==> config.mk <==
export PLATFORM = sky130hd
export DESIGN_NAME = spi_resp_target
export DESIGN_NICKNAME = d
export VERILOG_FILES = /design/src/rtl/spi_resp_target_pkg.sv /design/src/rtl/spi_resp_fifo.sv /design/src/rtl/spi_resp_target.sv
export SDC_FILE = /design/constraint.sdc
export NUM_CORES = 1
export LEC_CHECK = 0
export BUFFER_PORTS_ARGS = -buffer_cell sky130_fd_sc_hd__buf_2
export CORE_AREA = 2 2 72 74
export DETAILED_ROUTE_END_ITERATION = 16
export DIE_AREA = 0 0 74 76
export GPL_TIMING_DRIVEN = 0
export PLACE_DENSITY_LB_ADDON = 0.2
export SLEW_MARGIN = 10
export SYNTH_ARGS = -nofsm -noshare
export SYNTH_HDL_FRONTEND = slang
export SYNTH_HIERARCHICAL = 1
export SYNTH_SLANG_ARGS = --single-unit
export TNS_END_PERCENT = 50
==> constraint.sdc <==
create_clock -name clk_i -period 2 [get_ports clk_i]
set_clock_uncertainty 0.1 [all_clocks]
set_input_delay 0.1 -clock clk_i [delete_from_list [all_inputs] [get_ports clk_i]]
set_output_delay 0.1 -clock clk_i [all_outputs]
set_load 0.01 [all_outputs]
==> src/rtl/spi_resp_target_pkg.sv <==
// Shared types and constants for the SPI responder: FSM states, synchronizer
// depth and the default byte returned on MISO when no TX data is queued.
package spi_resp_target_pkg;

  typedef enum logic [1:0] {
    ST_IDLE  = 2'd0,
    ST_LOAD  = 2'd1,
    ST_SHIFT = 2'd2
  } state_e;

  localparam int unsigned SYNC_STAGES       = 2;
  localparam logic [7:0]  FILL_BYTE_DEFAULT = 8'hFF;

endpackage

==> src/rtl/spi_resp_fifo.sv <==
// Synchronous FIFO, power-of-two depth, pointers one bit wider than the address.
// A push while full succeeds when a pop happens in the same cycle.
module spi_resp_fifo #(
  parameter int unsigned DEPTH = 8,
  parameter int unsigned WIDTH = 8
) (
  input  logic             clk_i,
  input  logic             rst_i,
  input  logic             push_i,
  input  logic [WIDTH-1:0] data_i,
  input  logic             pop_i,
  output logic [WIDTH-1:0] data_o,
  output logic             full_o,
  output logic             empty_o
);

  localparam int unsigned AW = $clog2(DEPTH);
  typedef logic [AW:0] ptr_t;

  ptr_t             wr_ptr_q, rd_ptr_q;
  logic [WIDTH-1:0] mem_q [DEPTH];
  logic             pop_ok, push_ok;

  assign empty_o = (wr_ptr_q == rd_ptr_q);
  assign full_o  = (wr_ptr_q[AW] != rd_ptr_q[AW]) &&
                   (wr_ptr_q[AW-1:0] == rd_ptr_q[AW-1:0]);
  assign pop_ok  = pop_i & ~empty_o;
  assign push_ok = push_i & (~full_o | pop_ok);
  assign data_o  = mem_q[rd_ptr_q[AW-1:0]];

  always_ff @(posedge clk_i) begin
    if (rst_i) begin
      wr_ptr_q <= '0;
      rd_ptr_q <= '0;
    end else begin
      if (push_ok) wr_ptr_q <= wr_ptr_q + ptr_t'(1);
      if (pop_ok)  rd_ptr_q <= rd_ptr_q + ptr_t'(1);
    end
  end

  always_ff @(posedge clk_i) begin
    if (push_ok) mem_q[wr_ptr_q[AW-1:0]] <= data_i;
  end

endmodule

==> src/rtl/spi_resp_target.sv <==
// SPI mode-0 responder with oversampled pins and valid/ready byte streams.
// Define SPI_RESP_RX_FIFO_EN to buffer received bytes in spi_resp_fifo.
module spi_resp_target
  import spi_resp_target_pkg::*;
#(
  parameter logic [7:0]  FILL_BYTE     = FILL_BYTE_DEFAULT,
  parameter int unsigned RX_FIFO_DEPTH = 8
) (
  input  logic       clk_i,
  input  logic       rst_i,
  input  logic       spi_clk_i,
  input  logic       spi_cs_i,
  input  logic       spi_mosi_i,
  output logic       spi_miso_o,
  output logic       spi_miso_oe_o,
  output logic [7:0] rx_data_o,
  output logic       rx_valid_o,
  input  logic       rx_ready_i,
  input  logic [7:0] tx_data_i,
  input  logic       tx_valid_i,
  output logic       tx_ready_o,
  output logic       frame_start_o,
  output logic       frame_end_o,
  output logic       overrun_o,
  output logic       underrun_o
);

  // {sck, cs, mosi}; cleared on reset so a CS held low at reset release
  // produces no fall until it has been seen high.
  logic [2:0] sync_q [SYNC_STAGES];
  logic       sck_prev_q, cs_prev_q;
  logic       sck_s, cs_s, mosi_s;
  logic       sck_rise, sck_fall, cs_rise, cs_fall;

  always_ff @(posedge clk_i) begin
    if (rst_i) begin
      for (int unsigned i = 0; i < SYNC_STAGES; i++) sync_q[i] <= '0;
      sck_prev_q <= 1'b0;
      cs_prev_q  <= 1'b0;
    end else begin
      sync_q[0] <= {spi_clk_i, spi_cs_i, spi_mosi_i};
      for (int unsigned i = 1; i < SYNC_STAGES; i++) sync_q[i] <= sync_q[i-1];
      sck_prev_q <= sync_q[SYNC_STAGES-1][2];
      cs_prev_q  <= sync_q[SYNC_STAGES-1][1];
    end
  end

  assign sck_s    = sync_q[SYNC_STAGES-1][2];
  assign cs_s     = sync_q[SYNC_STAGES-1][1];
  assign mosi_s   = sync_q[SYNC_STAGES-1][0];
  assign sck_rise = sck_s & ~sck_prev_q;
  assign sck_fall = ~sck_s & sck_prev_q;
  assign cs_rise  = cs_s & ~cs_prev_q;
  assign cs_fall  = ~cs_s & cs_prev_q;

  state_e     state_q;
  logic [2:0] bit_cnt_q;
  logic [7:0] rx_sr_q, tx_sr_q;
  logic       load_pend_q, miso_q, oe_q, fs_q, fe_q, ur_q, rx_done_q;
  logic [7:0] hold_q, hold_d, tx_next;
  logic       hold_full_q, hold_full_d, tx_accept, tx_load;

  // A CS rise wins over a coincident SCK fall, so no byte is loaded then.
  always_comb begin
    tx_load = 1'b0;
    if (!cs_rise) begin
      if (state_q == ST_LOAD) tx_load = 1'b1;
      else if (state_q == ST_SHIFT && sck_fall && load_pend_q) tx_load = 1'b1;
    end
  end

  assign tx_next   = hold_full_q ? hold_q : FILL_BYTE;
  assign tx_accept = tx_valid_i & ~hold_full_q;

  always_comb begin
    hold_d      = tx_accept ? tx_data_i : hold_q;
    hold_full_d = tx_accept | (hold_full_q & ~tx_load);
  end

  always_ff @(posedge clk_i) begin
    if (rst_i) begin
      hold_q      <= '0;
      hold_full_q <= 1'b0;
    end else begin
      hold_q      <= hold_d;
      hold_full_q <= hold_full_d;
    end
  end

  always_ff @(posedge clk_i) begin
    if (rst_i) begin
      state_q     <= ST_IDLE;
      bit_cnt_q   <= '0;
      rx_sr_q     <= '0;
      tx_sr_q     <= '1;
      load_pend_q <= 1'b0;
      miso_q      <= 1'b1;
      oe_q        <= 1'b0;
      fs_q        <= 1'b0;
      fe_q        <= 1'b0;
      ur_q        <= 1'b0;
      rx_done_q   <= 1'b0;
    end else begin
      fs_q      <= 1'b0;
      fe_q      <= 1'b0;
      rx_done_q <= 1'b0;
      ur_q      <= tx_load & ~hold_full_q;
      miso_q    <= (state_q == ST_IDLE) ? 1'b1 : tx_sr_q[7];
      case (state_q)
        ST_LOAD, ST_SHIFT: begin
          if (cs_rise) begin
            state_q     <= ST_IDLE;
            fe_q        <= 1'b1;
            oe_q        <= 1'b0;
            bit_cnt_q   <= '0;
            rx_sr_q     <= '0;
            tx_sr_q     <= '1;
            load_pend_q <= 1'b0;
          end else if (state_q == ST_LOAD) begin
            state_q     <= ST_SHIFT;
            tx_sr_q     <= tx_next;
            bit_cnt_q   <= '0;
            load_pend_q <= 1'b0;
          end else if (sck_rise) begin
            rx_sr_q   <= {rx_sr_q[6:0], mosi_s};
            bit_cnt_q <= bit_cnt_q + 3'd1;
            if (bit_cnt_q == 3'd7) begin
              rx_done_q   <= 1'b1;
              load_pend_q <= 1'b1;
            end
          end else if (sck_fall) begin
            if (load_pend_q) begin
              tx_sr_q     <= tx_next;
              load_pend_q <= 1'b0;
            end else begin
              tx_sr_q <= {tx_sr_q[6:0], 1'b1};
            end
          end
        end
        default: begin
          state_q <= ST_IDLE;
          if (cs_fall) begin
            state_q <= ST_LOAD;
            fs_q    <= 1'b1;
            oe_q    <= 1'b1;
          end
        end
      endcase
    end
  end

  assign spi_miso_o    = miso_q;
  assign spi_miso_oe_o = oe_q;
  assign tx_ready_o    = ~hold_full_q;
  assign frame_start_o = fs_q;
  assign frame_end_o   = fe_q;
  assign underrun_o    = ur_q;

  // rx_sr_q stays stable for several cycles after rx_done_q, so it feeds RX directly.
  logic ov_q;
  assign overrun_o = ov_q;

`ifdef SPI_RESP_RX_FIFO_EN
  logic rx_full, rx_empty, rx_pop;

  assign rx_pop     = rx_ready_i & ~rx_empty;
  assign rx_valid_o = ~rx_empty;

  spi_resp_fifo #(
    .DEPTH (RX_FIFO_DEPTH),
    .WIDTH (8)
  ) u_rx_fifo (
    .clk_i   (clk_i),
    .rst_i   (rst_i),
    .push_i  (rx_done_q),
    .data_i  (rx_sr_q),
    .pop_i   (rx_pop),
    .data_o  (rx_data_o),
    .full_o  (rx_full),
    .empty_o (rx_empty)
  );

  always_ff @(posedge clk_i) begin
    if (rst_i) ov_q <= 1'b0;
    else       ov_q <= rx_done_q & rx_full & ~rx_pop;
  end
`else
  logic       rx_valid_q;
  logic [7:0] rx_data_q;
  logic       unused_fifo_depth;

  assign unused_fifo_depth = (RX_FIFO_DEPTH != 0);
  assign rx_valid_o        = rx_valid_q;
  assign rx_data_o         = rx_data_q;

  always_ff @(posedge clk_i) begin
    if (rst_i) begin
      rx_valid_q <= 1'b0;
      rx_data_q  <= '0;
      ov_q       <= 1'b0;
    end else begin
      ov_q <= 1'b0;
      if (rx_done_q) begin
        rx_data_q  <= rx_sr_q;
        rx_valid_q <= 1'b1;
        ov_q       <= rx_valid_q & ~rx_ready_i;
      end else if (rx_valid_q && rx_ready_i) begin
        rx_valid_q <= 1'b0;
      end
    end
  end
`endif

endmodule

# --- After elaboration in Yosys (flattened, before gate mapping) ---
# Memories as Yosys holds them, arrays and structs flattened.
# Index checks and enable logic that the tools add are counted.
totals:
  reg_bits: 49
  latch_bits: 0
  ramBits: 6
  mem_bits_ro: 0
  input_bits: 15
  out_inout_bits: 16
  elab_cells: 107
  n_memories: 1
memory_table:
  columns: ["name", "words", "width", "rd", "rd_clocked_by_memory_dff", "write_ports", "line_no", "rtl"]
  rows:
  - ["sync_q", 2, 3, 2, 0, 2, "spi_resp_target.sv:30", "logic [2:0] sync_q [SYNC_STAGES];"]
op_classes:
  n_addsub: 1
  n_mul: 0
  div_mod_pow: 0
  order_cmp: 0
  n_eq_ne: 8
  shifts: 0
  muxes: 37
  bitwise_logic: 21
  n_reduce_logical: 21
ops:
  columns: ["operator", "count"]
  rows:
  - ["$mux 8", 9]
  - ["$mux 1", 20]
  - ["$mux 3", 5]
  - ["$not 1->1", 10]
  - ["$reduce_and 3->1", 3]
  - ["$and 1x1->1", 8]
  - ["$reduce_or 2->1", 4]
  - ["$mux 2", 3]
  - ["$reduce_bool 2->1", 3]
  - ["$reduce_bool 3->1", 2]
  - ["$reduce_or 5->1", 1]
  - ["$ne 2x2->1 const B", 2]
  - ["$ne 4x1->1 const B", 1]
  - ["$reduce_and 2->1", 2]
  - ["$reduce_bool 4->1", 1]
  - ["$add 3x1->3 const B", 1]
  - ["$eq 3x3->1 const B", 1]
  - ["$logic_and 1x1->1", 3]
  - ["$ne 3x1->1 const B", 1]
  - ["$ne 3x3->1 const B", 1]
  - ["$or 1x1->1", 3]
  - ["$reduce_or 3->1", 1]
  - ["$eq 2x1->1 const B", 1]
  - ["$eq 2x2->1 const B", 1]
  - ["$logic_not 2->1", 1]

# --- Longest topological paths before layout ---
# An unclocked memory read counts as a cell.
depth:
  word_depth: 11
  ltp_mapped: 8
  depth_no_buf: 6

# --- Worst setup path before layout ---
# No wires, ideal clock.
synth_path:
  path_type: "register to register"
  from: "reg state_q[1]"
  to: "reg tx_sr_q[4]"
  setup_time_ns: 0.072
  arrival_ns: 1.396
  t_required_ns: 1.828
  path_slack_ns: 0.432
  stages_incl_launch_ff: 9
  n_path_buf: 2
  synth_period_minus_slack_ns: 1.568
  cell_sequence: "dfxtp_1 inv_1 ha_1 or2_2 buf_2 buf_6 nand3b_1 o21ai_0 a2bb2oi_1"
synth_via:
  elab_chain_len: 3
  word_cells_on_any_way: 8
  cone_classes: "3 x eq/ne; 2 x mux; 3 x reduce/logical"
synth_rtl:
  columns: ["item", "line_no", "rtl"]
  rows:
  - ["from (decl)", "spi_resp_target.sv:56", "state_e state_q;"]
  - ["from (signal assigned)", "spi_resp_target.sv:92", "state_q <= ST_IDLE;"]
  - ["from (signal assigned)", "spi_resp_target.sv:112", "state_q <= ST_IDLE;"]
  - ["from (signal assigned)", "spi_resp_target.sv:120", "state_q <= ST_SHIFT;"]
  - ["$eq 2x1->1 / $eq 2x2->1 (equally long branches)", "spi_resp_target.sv:109, spi_resp_target.sv:119", null]
  - ["$ne 3x1->1 (no source line) (tied with other cells)", null, null]
  - ["$reduce_and 3->1 (no source line) / $mux 8 (equally long branches)", null, null]
  - ["to (signal assigned)", "spi_resp_target.sv:121", "tx_sr_q <= tx_next;"]
  - ["to (signal assigned)", "spi_resp_target.sv:133", "tx_sr_q <= tx_next;"]
  - ["to (signal assigned)", "spi_resp_target.sv:136", "tx_sr_q <= {tx_sr_q[6:0], 1'b1};"]
  - ["to (decl)", "spi_resp_target.sv:58", "logic [7:0] rx_sr_q, tx_sr_q;"]
# Several ways; a longest one is shown, not always the timed one.
# A chain may end at the register's enable or synchronous reset.

# --- Final worst setup path ---
layout_path:
  from: "reg state_q[0]"
  to: "reg rx_sr_q[3]"
layout_via:
  elab_chain_len: 3
  word_cells_on_any_way: 5
  cone_classes: "3 x eq/ne; 2 x reduce/logical"
layout_rtl:
  columns: ["item", "line_no", "rtl"]
  rows:
  - ["$eq 2x1->1 / $eq 2x2->1 (equally long branches)", "spi_resp_target.sv:109, spi_resp_target.sv:119", null]
  - ["$ne 2x2->1 (no source line) / $reduce_or 2->1 (equally long branches)", null, null]
  - ["$reduce_and 3->1 (no source line) *", null, null]
  - ["to (signal assigned)", "spi_resp_target.sv:125", "rx_sr_q <= {rx_sr_q[6:0], mosi_s};"]
  - ["to (decl)", "spi_resp_target.sv:58", null]
# Every way passes the cells marked *; elsewhere a longest branch is shown, timed or not.

==> results.py <==
metrics = {
    "outcome": {
        "status": "complete, no violations",
    },
    "timing": {
        "max_freq_mhz": 566,
        "setup_violations": 0,
        "period_needed_ns": 1.77,
        "rsz0062_at_grt": "false",
        "fin_crit_sh_pct": 88.4,
        "slew_headroom_pct": 61.7,
        "slew_viol_final": 0,
        "tightest_slew_ns": 0.575,
        "hold_viol": 0,
        "finalSetupTns_ns": 0,
    },
    "setup_path": {
        "crit_arrival_ns": 1.93,
        "crit_path_cell_trace": "inv_1 > ha_1 > buf_2 > a21oi_2 > o221a_2",
        "reg2reg_from": "state_q[0]$_SDFFE_PP0P_",
        "start_kind": "flop",
        "critPathKind": "reg -> reg",
        "cpPeakStageDelay_ns": 0.40,
        "path_max_fanout": 10,
        "path_buf_inv": 2,
        "cp_slowest_cell": "dfxtp_1",
        "critPathTopFamily": "compound AO/OA/AOI/OAI gates",
        "cp.required_ns": 2.17,
        "critPathLaunch": "state_q[0]$_SDFFE_PP0P_",
        "cp-end-kind": "flop",
    },
    "synthesis": {
        "synth_compound_area_share_pct": 13.6,
        "synthDistinctLibCells": 34,
        "yosys_warnings": 6,
        "synth_xor_area_share_pct": 0,
        "synth_top_family_by_area": "simple AND/OR/NAND/NOR gates",
        "yosysSeqAreaShare_pct": 51.7,
        "syn_area_per_cell_um2": 10.5,
        "synth_adder_area_share_pct": 5.28,
        "synthCells": 203,
        "ys_ff_latch": 55,
        "syn-num-nets": 227,
        "synthMuxAreaShare_pct": 8.04,
        "synth-simple-area-share_pct": 17.1,
        "syn_area_um2": 2130,
    },
    "layout": {
        "drive_gt1_share_pct": 23.3,
        "utilization_pct": 52.6,
        "multi_input_area_um2": 937,
        "fin_nets": 276,
        "diodes": 0,
        "regArea_um2": 1100,
        "synthToLayoutAreaGrowth_pct": 21.4,
        "nFillCells": 457,
    },
    "global_routing": {
        "use_met3_pct": 3.17,
        "track_usage_pct": 15.7,
        "top_usage_layer": "met2",
        "grt_overflow": 0,
        "use_met1_pct": 20.7,
        "antenna_found_initial": 0,
        "grt_first_pass_wirelength_um": 6860,
        "grt_max_degree": 19,
        "global_route.usage.met2_pct": 24.5,
        "grt_pass1_vias": 1509,
    },
    "clocking": {
        "postCtsSetupBuffers": 0,
        "clk_path_buf_depth": 2,
        "clock_latency_ns": 0.31,
        "cts_buffers": 5,
        "cts.sinks": 55,
        "clkTransAtPathRegs_ns": 0.10,
        "cts-resized-gates": 0,
        "tritoncts": "yes",
        "root_buffer": "clkbuf_8",
        "cts-htree-levels": 2,
        "postCtsHoldBufs": 13,
    },
    "worst_hold_path": {
        "hold_class": "in -> reg",
        "min-delay-start": "rst_i",
    },
    "routing": {
        "dr.pass1.iters": 4,
        "vias": 1557,
        "drt-initial-drc-count": 60,
        "via_per_inst": 4.82,
        "drt_wl_total_um": 3950,
        "ant_nets": 0,
        "drc": 0,
        "wl_per_cell_um": 12.2,
    },
    "placement": {
        "routabilityCongestion": 0.817,
        "dpl.hpwl_um": 2740,
        "portBuffers": 29,
    },
    "flow_run": {
        "max_cap_violations": 0,
    },
    "die": {
        "rows": 26,
        "die_h_um": 76,
        "die_w_um": 74,
        "die_area_um2": 5620,
        "core_um2": 4910,
        "ios": 31,
        "start_util_pct": 43.4,
    },
    "power": {
        "p_per_area_nw_per_um2": 734,
        "leakagePower_uw": 0.00106,
        "ir_worst_vdd_v": 0.000503,
    },
}
-- logic make-up after synthesis --
group | after synthesis
simple gates | 67
flops | 55
compound gates | 36
buf+inv | 19
mux | 17
fa+ha+maj | 9
-- Yosys cell counts, drive strengths merged --
library cell,count,area share (%)
a21oi,6,1.9
a22o,2,0.82
a2bb2oi,8,3.3
a31oi,2,0.59
buf,10,2.8
clkbuf,1,0.18
dfxtp,55,52
ha,9,5.3
inv,8,1.4
mux2,1,0.53
mux2i,16,7.5
nand2,3,0.53
nand2b,5,1.5
nand3,1,0.23
nand3b,7,2.5
nor2,28,5.1
nor2b,10,3.3
nor3,3,0.70
nor3b,2,0.70
nor4,2,0.59
nor4bb,1,0.47
o21a,1,0.35
o21ai,8,1.9
o221a,8,4.2
o32a,1,0.47
or2,1,0.29
or2b,2,0.70
or3,2,0.59
-- cell type report --
class / instances / area share, %
inverters: 8 / 1.16
flip-flops and latches: 55 / 42.6
multi-input cells: 129 / 36.2
clock inverters: 3 / 0.919
plain buffers: 11 / 2.42
well taps: 70 / 3.39
clock buffers: 5 / 2.66
repair buffers: 42 / 10.6
-- power by group --
| group | leakage [uW] | switching [uW] | total (uW) | internal (uW) |
|---|---|---|---|---|
| logic | 0.000567 | 67.9 | 140 | 72.5 |
| clock network | 0.0000461 | 377 | 631 | 253 |
| registers | 0.000447 | 10.7 | 1130 | 1120 |
| total | 0.00106 | 456 | 1900 | 1440 |
-- routing by layer --
layer / wire [um] / vias up
met2: 1810 / 22
met5: 0 / -
met1: 1970 / 720
met3: 112 / 5
met4: 57 / 0
li1: - / 810
-- flip-flops by register name, summed over array words and instances, names as in the netlist, 2 cells and up --
name / count
state_q: 2
bit_cnt_q: 3
hold_q: 8
rx_sr_q: 8
tx_sr_q: 8
sync_q: 6
rx_data_o: 8
-- cell usage in the layout (no fill, tap or decap), types with 2 or more instances in the layout --
cell type / synthesis / routed
nor3b_1: 2 / 2
nor2_1: 27 / 27
nor4_1: 2 / 2
nand2_1: 3 / 3
or2b_1: 2 / 2
dlygate4sd3_1: 0 / 13
a22o_1: 2 / 2
dfxtp_1: 55 / 55
clkbuf_8: 0 / 5
nor3_1: 3 / 3
mux2i_1: 16 / 16
inv_1: 8 / 8
or3_1: 2 / 2
nor2b_1: 9 / 9
buf_1: 3 / 3
o221a_2: 8 / 8
a21oi_2: 3 / 3
a31oi_1: 2 / 2
nand3b_1: 7 / 7
o21ai_0: 7 / 7
buf_6: 2 / 2
buf_2: 5 / 34
nand2b_1: 5 / 5
a21oi_1: 3 / 3
a2bb2oi_1: 8 / 8
ha_1: 9 / 9
-- metrics by stage --
stage                     setup WS, ns  hold WS, ns  instance area, um^2  power [uW]  std cells
after floorplan                  0.432       0.0757                 2130        1240        203
final                            0.233       0.0181                 2590        1900        323
after global routing            0.0902       0.0286                 2590        1990        323
after CTS                        0.241       0.0232                 2590        1920        323
after global placement           0.280        0.182                 2360        1270        302
after detailed placement         0.270        0.189                 2360        1280        302
-- final timing paths --
| path | to | slack (ns) | cells past startpoint |
|---|---|---|---|
| setup / recovery | rx_sr_q[3]$_SDFFE_PP0P_ | 0.23 | 5 |
| hold / removal | overrun_o$_SDFF_PP0_ | 0.02 | 2 |
| setup reg to reg | rx_sr_q[3]$_SDFFE_PP0P_ | 0.23 | 5 |
| hold reg to reg | sync_q[0][3]$_SDFF_PP0_ | 0.33 | 1 |
Power figures use the tool's default switching activity.
